==> src/rtl/io_port_bridge.sv <==
// Buffered multi-channel bridge from the processor IO strobe bus to
// per-channel byte-stream peripherals, with TX/RX FIFOs, status and irq.
module io_port_bridge #(
    parameter int         NUM_PORTS  = 4,
    parameter int         FIFO_DEPTH = 8,
    parameter logic [7:0] PORT_BASE  = 8'h00
) (
    input  logic                   clk100,
    input  logic                   reset,
    input  logic [7:0]             IO_port_ID,
    input  logic [7:0]             IO_write_data,
    input  logic                   IO_write_strobe,
    input  logic                   IO_read_strobe,
    output logic [7:0]             IO_read_data,
    output logic [8*NUM_PORTS-1:0] tx_data,
    output logic [NUM_PORTS-1:0]   tx_valid,
    input  logic [NUM_PORTS-1:0]   tx_ready,
    input  logic [8*NUM_PORTS-1:0] rx_data,
    input  logic [NUM_PORTS-1:0]   rx_valid,
    output logic [NUM_PORTS-1:0]   rx_ready,
    output logic                   irq
);
    localparam int CW = $clog2(FIFO_DEPTH + 1);
    localparam int PW = $clog2(FIFO_DEPTH);
    localparam logic [CW-1:0] FULL = CW'(FIFO_DEPTH);

    logic [7:0]    tx_mem [NUM_PORTS][FIFO_DEPTH];
    logic [7:0]    rx_mem [NUM_PORTS][FIFO_DEPTH];

    logic [PW-1:0] tx_wp_q [NUM_PORTS];
    logic [PW-1:0] tx_wp_d [NUM_PORTS];
    logic [PW-1:0] tx_rp_q [NUM_PORTS];
    logic [PW-1:0] tx_rp_d [NUM_PORTS];
    logic [PW-1:0] rx_wp_q [NUM_PORTS];
    logic [PW-1:0] rx_wp_d [NUM_PORTS];
    logic [PW-1:0] rx_rp_q [NUM_PORTS];
    logic [PW-1:0] rx_rp_d [NUM_PORTS];
    logic [CW-1:0] tx_cnt_q [NUM_PORTS];
    logic [CW-1:0] tx_cnt_d [NUM_PORTS];
    logic [CW-1:0] rx_cnt_q [NUM_PORTS];
    logic [CW-1:0] rx_cnt_d [NUM_PORTS];

    logic [NUM_PORTS-1:0] tx_ovf_q, tx_ovf_d;
    logic [NUM_PORTS-1:0] rx_unf_q, rx_unf_d;
    logic [NUM_PORTS-1:0] irq_en_q, irq_en_d;
    logic                 irq_q, irq_d;

    logic [NUM_PORTS-1:0] hit, wr_dat, wr_stat, rd_dat;
    logic [NUM_PORTS-1:0] tx_ne, tx_full, rx_ne, rx_full;
    logic [NUM_PORTS-1:0] tx_push, tx_pop, rx_push, rx_pop;

    logic [8:0] off;
    logic [7:0] sel;
    logic       mapped;
    logic       is_stat;
    logic [7:0] rd_mux;

    // Nine-bit subtract so IDs below PORT_BASE show up as a borrow
    assign off     = {1'b0, IO_port_ID} - {1'b0, PORT_BASE};
    assign mapped  = !off[8] && (off[7:0] < 8'(2 * NUM_PORTS));
    assign is_stat = off[0];
    assign sel     = {1'b0, off[7:1]};

    for (genvar g = 0; g < NUM_PORTS; g++) begin : g_ch
        assign hit[g]     = mapped && (sel == 8'(g));
        assign tx_ne[g]   = tx_cnt_q[g] != '0;
        assign tx_full[g] = tx_cnt_q[g] == FULL;
        assign rx_ne[g]   = rx_cnt_q[g] != '0;
        assign rx_full[g] = rx_cnt_q[g] == FULL;
    end

    assign wr_dat  = {NUM_PORTS{IO_write_strobe & ~is_stat}} & hit;
    assign wr_stat = {NUM_PORTS{IO_write_strobe & is_stat}} & hit;
    assign rd_dat  = {NUM_PORTS{IO_read_strobe & ~is_stat}} & hit;
    assign tx_push = wr_dat & ~tx_full;
    assign tx_pop  = tx_ne & tx_ready;
    assign rx_push = rx_valid & ~rx_full;
    assign rx_pop  = rd_dat & rx_ne;

    assign tx_valid = tx_ne;
    assign rx_ready = ~rx_full;
    assign irq      = irq_q;

    always_comb begin
        tx_wp_d  = tx_wp_q;
        tx_rp_d  = tx_rp_q;
        rx_wp_d  = rx_wp_q;
        rx_rp_d  = rx_rp_q;
        tx_cnt_d = tx_cnt_q;
        rx_cnt_d = rx_cnt_q;
        tx_ovf_d = tx_ovf_q;
        rx_unf_d = rx_unf_q;
        irq_en_d = irq_en_q;
        for (int i = 0; i < NUM_PORTS; i++) begin
            if (tx_push[i]) tx_wp_d[i] = tx_wp_q[i] + PW'(1);
            if (tx_pop[i])  tx_rp_d[i] = tx_rp_q[i] + PW'(1);
            if (rx_push[i]) rx_wp_d[i] = rx_wp_q[i] + PW'(1);
            if (rx_pop[i])  rx_rp_d[i] = rx_rp_q[i] + PW'(1);
            tx_cnt_d[i] = tx_cnt_q[i] + CW'(tx_push[i]) - CW'(tx_pop[i]);
            rx_cnt_d[i] = rx_cnt_q[i] + CW'(rx_push[i]) - CW'(rx_pop[i]);
            // A new event outranks a same-cycle clear
            tx_ovf_d[i] = (wr_dat[i] & tx_full[i])
                        | (tx_ovf_q[i] & ~(wr_stat[i] & IO_write_data[3]));
            rx_unf_d[i] = (rd_dat[i] & ~rx_ne[i])
                        | (rx_unf_q[i] & ~(wr_stat[i] & IO_write_data[4]));
            if (wr_stat[i]) irq_en_d[i] = IO_write_data[5];
        end
        irq_d = |(irq_en_q & (rx_ne | tx_ovf_q | rx_unf_q));
    end

    always_comb begin
        rd_mux  = 8'h00;
        tx_data = '0;
        for (int i = 0; i < NUM_PORTS; i++) begin
            if (tx_ne[i]) tx_data[8*i +: 8] = tx_mem[i][tx_rp_q[i]];
            if (hit[i]) begin
                if (is_stat)
                    rd_mux = {2'b00, irq_en_q[i], rx_unf_q[i], tx_ovf_q[i],
                              ~tx_ne[i], tx_full[i], rx_ne[i]};
                else if (rx_ne[i])
                    rd_mux = rx_mem[i][rx_rp_q[i]];
            end
        end
        IO_read_data = (IO_read_strobe && reset) ? rd_mux : 8'h00;
    end

    always_ff @(posedge clk100) begin
        for (int i = 0; i < NUM_PORTS; i++) begin
            if (tx_push[i]) tx_mem[i][tx_wp_q[i]] <= IO_write_data;
            if (rx_push[i]) rx_mem[i][rx_wp_q[i]] <= rx_data[8*i +: 8];
        end
    end

    always_ff @(posedge clk100 or negedge reset) begin
        if (!reset) begin
            tx_wp_q  <= '{default: '0};
            tx_rp_q  <= '{default: '0};
            rx_wp_q  <= '{default: '0};
            rx_rp_q  <= '{default: '0};
            tx_cnt_q <= '{default: '0};
            rx_cnt_q <= '{default: '0};
            tx_ovf_q <= '0;
            rx_unf_q <= '0;
            irq_en_q <= '0;
            irq_q    <= 1'b0;
        end else begin
            tx_wp_q  <= tx_wp_d;
            tx_rp_q  <= tx_rp_d;
            rx_wp_q  <= rx_wp_d;
            rx_rp_q  <= rx_rp_d;
            tx_cnt_q <= tx_cnt_d;
            rx_cnt_q <= rx_cnt_d;
            tx_ovf_q <= tx_ovf_d;
            rx_unf_q <= rx_unf_d;
            irq_en_q <= irq_en_d;
            irq_q    <= irq_d;
        end
    end

endmodule

==> config.mk <==
export PLATFORM = sky130hd
export DESIGN_NAME = io_port_bridge
export DESIGN_NICKNAME = d
export VERILOG_FILES = /design/src/rtl/io_port_bridge.sv
export SDC_FILE = /design/constraint.sdc
export NUM_CORES = 1
export LEC_CHECK = 0
export BUFFER_PORTS_ARGS = -buffer_cell sky130_fd_sc_hd__buf_2
export CAP_MARGIN = 20
export CORE_ASPECT_RATIO = 0.8
export CORE_MARGIN = 1
export CORE_UTILIZATION = 45
export DETAILED_ROUTE_END_ITERATION = 10
export PLACE_DENSITY = 0.64
export RECOVER_POWER = 50
export SYNTH_ARGS = -nofsm -noshare
export SYNTH_HDL_FRONTEND = slang
export SYNTH_SLANG_ARGS = --single-unit
==> constraint.sdc <==
create_clock -name clk100 -period 5.07 [get_ports clk100]
set_clock_uncertainty 0.1 [all_clocks]
set_input_delay 0.2535 -clock clk100 [delete_from_list [all_inputs] [get_ports clk100]]
set_output_delay 0.2535 -clock clk100 [all_outputs]
set_load 0.02 [all_outputs]
==> metrics.md <==
| Metric | Value |
|---|---|
| Warnings from Yosys | 0 |
| Leading cell types in the layout, fill and taps excluded | edfxtp_1 (512), mux4_2 (125), nor2_1 (105), dfrtp_1 (93), nand2_1 (71) |
| Core footprint | 0.0552 mm^2 |
| Hold Crit Class | input port to flip-flop |
| Via count of the routed design | 12900 |
| Crit path max-delay cell type | nor4b_1 |
| Arr. time, crit path | 3.88 ns |
| Cell-by-cell listing of the critical path | dlygate4sd3_1 -> clkbuf_1 -> nor2_1 -> nor4b_1 -> nand2_1 -> nand2_1 -> nor2_1 -> nor4_1 -> buf_2 |
| Detailed router's first-iteration violation count | 991 |
| Final setup violating endpoints | 0 |
| Root buffer cell | clkbuf_16 |
| Highest ir drop seen on vdd | 0.000331 V |
| Post-layout min period | 4.23 ns |
| Post-DP HPWL | 33800 um |
| Share of final-layout standard cells stronger than drive strength 1 | 20.9% |
| Wire length of the first global-routing pass | 78800 um |
| Syn Area/Cell | 17.8 um^2 |
| Remaining antenna violation count | 0 |
| Number of synthesized flops with an enable pin | 512 |
| Resized cells post-CTS | 0 |
| Post-synthesis register bit count | 605 |
| Summed area of non-filler cells in the final layout | 0.0290 mm^2 |
| Number of DRC violations after detailed routing | 0 |
| Switching fraction of total power | 29.0% |
| Initial antenna violation count | 4 |
| Violated checks | capacitance limit, slew limit |
| Fraction of registers with async set/reset | 15.4% |
| Longest Clk Path Bufs | 3 |
| Total I/O pin count | 109 |
| Max-slew headroom at the worst pin | -75.6% |
| Leading register cell type out of synthesis | edfxtp_1 |
| Dpl cell area | 0.0266 mm^2 |
| Commonest non-fill, non-tap cell in the layout | edfxtp_1 |
| Share of the clock period used by the worst path after layout | 83.5% |
| Clock latency on the worst-skew pair | 0.63 ns |
| Comb power frac | 22.9% |
| Setup_tns | 0 ns |
| Critical Path Source Type | input port |
| Number of different library cells in the post-synthesis netlist | 55 |
| Delay of the slowest cell on the worst path | 1.19 ns |
| Power spent charging and discharging nets | 0.00418 W |
| Net Count, Synth | 1546 |
| Synth-to-Final Area Change | 15.4% |
| Fraction of power consumed by the clock network | 31.5% |
| GRT met3 Usage | 3.68% |
| Slew at the pin closest to its max-slew limit | 2.63 ns |
| Standby leakage power | 10.1 nW |
| Area of the multi-input gates | 0.00694 mm^2 |
| Outcome | complete, but fails checks |
| Final-layout fill cell count | 4403 |
| Cell count after synthesis | 1414 |
| Total power density per cell area | 496 mW/mm^2 |
| Crit. End Element | primary output |
| Number of pins with negative max-slew slack in the final report | 150 |
| Number of core rows | 77 |
| Met2 capacity usage during global routing | 29.2% |
| Endpoint required time on the critical path | 4.72 ns |
| Number of buffers and inverters on the critical path | 3 |
| Number of global-route vias before repair | 13100 |
| Sink count of the clock tree | 605 |
| Port bufs | 108 |
| Post-synth design cell area | 0.0251 mm^2 |
| Max Freq | 236 MHz |
| Final hold viol count | 0 |
| Largest net degree at the start of global routing | 52 |
| Total detailed-routing wirelength | 51500 um |
| Final #Nets | 1727 |
| Remaining global-route overflow | 0 |
| Total global routing track utilization | 18.5% |
| Worst Setup Path Type | input port to primary output |
| Crit-path leading delay family | simple AND/OR/NAND/NOR gates |
| CTS tree | done |
| Area of the die | 0.0568 mm^2 |
| Die extent in x | 266 um |
| Internal power summed over all cells | 0.0102 W |
| Register area share after synthesis | 70.5% |
| Sequential Power Share | 45.6% |
| Drt pass-1 iters | 5 |
| Clock-pin slew on the worst setup and hold paths | 0.07 ns |
| Number of H-tree levels | 2 |
| Setup repair after global routing missed its margin | false |
| Starting utilization of the core area | 45.5% |
| Final RePlAce weighted congestion | 0.867 |
| Max-cap violations | 6 |
| Vias per inst | 5.40 |
| CTS buffer count | 57 |
| Y dimension of the die | 213 um |
| Area taken by flip-flops and latches | 0.0177 mm^2 |
| Critical Path Fanout Max | 6 |
| GR Util met1 | 26.8% |
| Routed length per placed instance | 21.5 um |
| Hold Slack | 0.0870 ns |
| Routing layer with the top usage in global route | met2 |
==> power groups by stage <==
| stage | Sequential (W) | Clock (W) | Combinational (W) |
|---|---|---|---|
| after floorplan | 0.00628 | 0 | 0.00256 |
| after global placement | 0.00674 | 0 | 0.00304 |
| after detailed placement | 0.00668 | 0 | 0.00329 |
| after CTS | 0.00658 | 0.00463 | 0.00333 |
| after global routing | 0.00663 | 0.00481 | 0.00364 |
| final | 0.00655 | 0.00453 | 0.00330 |
==> worst reg2reg max path: cells and delay by family, from the launching register on <==
kind / cells / cell delay (ns)
AND/OR/NAND/NOR: 4 / 1.24
adder cells (fa/ha/maj): 3 / 0.64
AO/OA/AOI/OAI: 2 / 0.38
flip-flops: 1 / 0.37
XOR/XNOR: 1 / 0.17
buffers and inverters: 2 / 0.17
==> timing repair <==
action,CTS,global route
buffers inserted,0,0
hold buffers,43,0
endpoints found under the hold margin,326,0
setup endpoints to repair,0,0
==> layout make-up <==
type	instances	share of cell area (%)
inverters	64	0.829
diodes	1	0.00863
well taps	750	3.24
multi-input cells	694	23.9
flip-flops and latches	605	61.1
clock inverters	35	1.68
clock buffers	71	5.27
repair buffers	173	3.97
==> Yosys cell counts, types with 4 or more instances <==
master      n  area [um^2]
a31oi_1     4         25.0
buf_2      24          120
o21ai_0    17         85.1
and2_1      4         25.0
a211oi_1    7         52.6
nor2b_1     8         50.1
and3_1      4         25.0
mux2i_1    60          601
buf_1       5         18.8
a21o_1      9         67.6
ha_1       64          801
nand2_1    71          267
nor4_1      8         50.1
o22ai_1     7         43.8
mux2_2     22          248
nor2_1    105          394
or2_2       4         25.0
edfxtp_1  512        15400
mux4_2    125         2820
o31ai_1     8         60.1
dfrtp_1    93         2330
fa_1        8          160
inv_1      64          240
nor3_1     30          150
a21oi_1    17         85.1
xnor2_1    27          236
nand2b_1   18          113
clkbuf_1   21         78.8
xor2_1     16          140
nand3_1    17         85.1
==> final timing paths <==
| path | start | to | slack (ns) | cells past startpoint |
|---|---|---|---|---|
| setup / recovery | IO_port_ID[4] | IO_read_data[6] | 0.84 | 9 |
| hold / removal | IO_port_ID[0] | tx_ovf_q[3] | 0.09 | 3 |
| setup reg to reg | rx_cnt_q[2] | rx_cnt_q[3] | 1.91 | 12 |
| hold reg to reg | tx_wp_q[11] | tx_wp_q[11] | 0.39 | 1 |
| max in group asynchronous | reset | tx_rp_q[8] | 1.80 | 3 |
| min in group asynchronous | reset | rx_cnt_q[14] | 0.15 | 2 |
==> per-layer routing <==
metal  vias up  part of all wire, %
met5         -                0.072
met3        69                  6.3
met2       371                   47
li1       5844                    -
met1      6625                   45
met4         6                  1.7
==> sequential cells by signal (all words and copies together), names as in the netlist, 4 cells and up <==
name / count
tx_cnt_q: 16
rx_cnt_q: 16
tx_mem: 256
rx_wp_q: 12
rx_mem: 256
rx_rp_q: 12
tx_wp_q: 12
rx_unf_q: 4
tx_ovf_q: 4
irq_en_q: 4
tx_rp_q: 12
==> through the flow <==
| step | utilization, % | std cells | setup slack, ns | total power, W |
|---|---|---|---|---|
| 2_1_floorplan | - | 1414 | 2.23 | 0.00884 |
| 3_3_place_gp | 47.9 | 2230 | 1.59 | 0.00978 |
| 3_5_place_dp | 48.2 | 2240 | 1.66 | 0.00997 |
| 4_1_cts | 52.6 | 2389 | 1.10 | 0.0145 |
| 5_1_grt | 52.5 | 2392 | 0.600 | 0.0151 |
| 6_report | 52.5 | 2393 | 0.837 | 0.0144 |
==> cell families (layout without fill, tap and decap cells) <==
family	Yosys count	after routing	synth area share, %
flip-flops	605	605	70.5
AND/OR/NAND/NOR	288	288	5.49
multiplexers	207	207	14.6
buffers and inverters	115	343	1.85
AO/OA/AOI/OAI	84	84	2.24
adder cells (fa/ha/maj)	72	72	3.83
XOR/XNOR	43	43	1.50
other	0	1	0
Power figures use the tool's default switching activity.
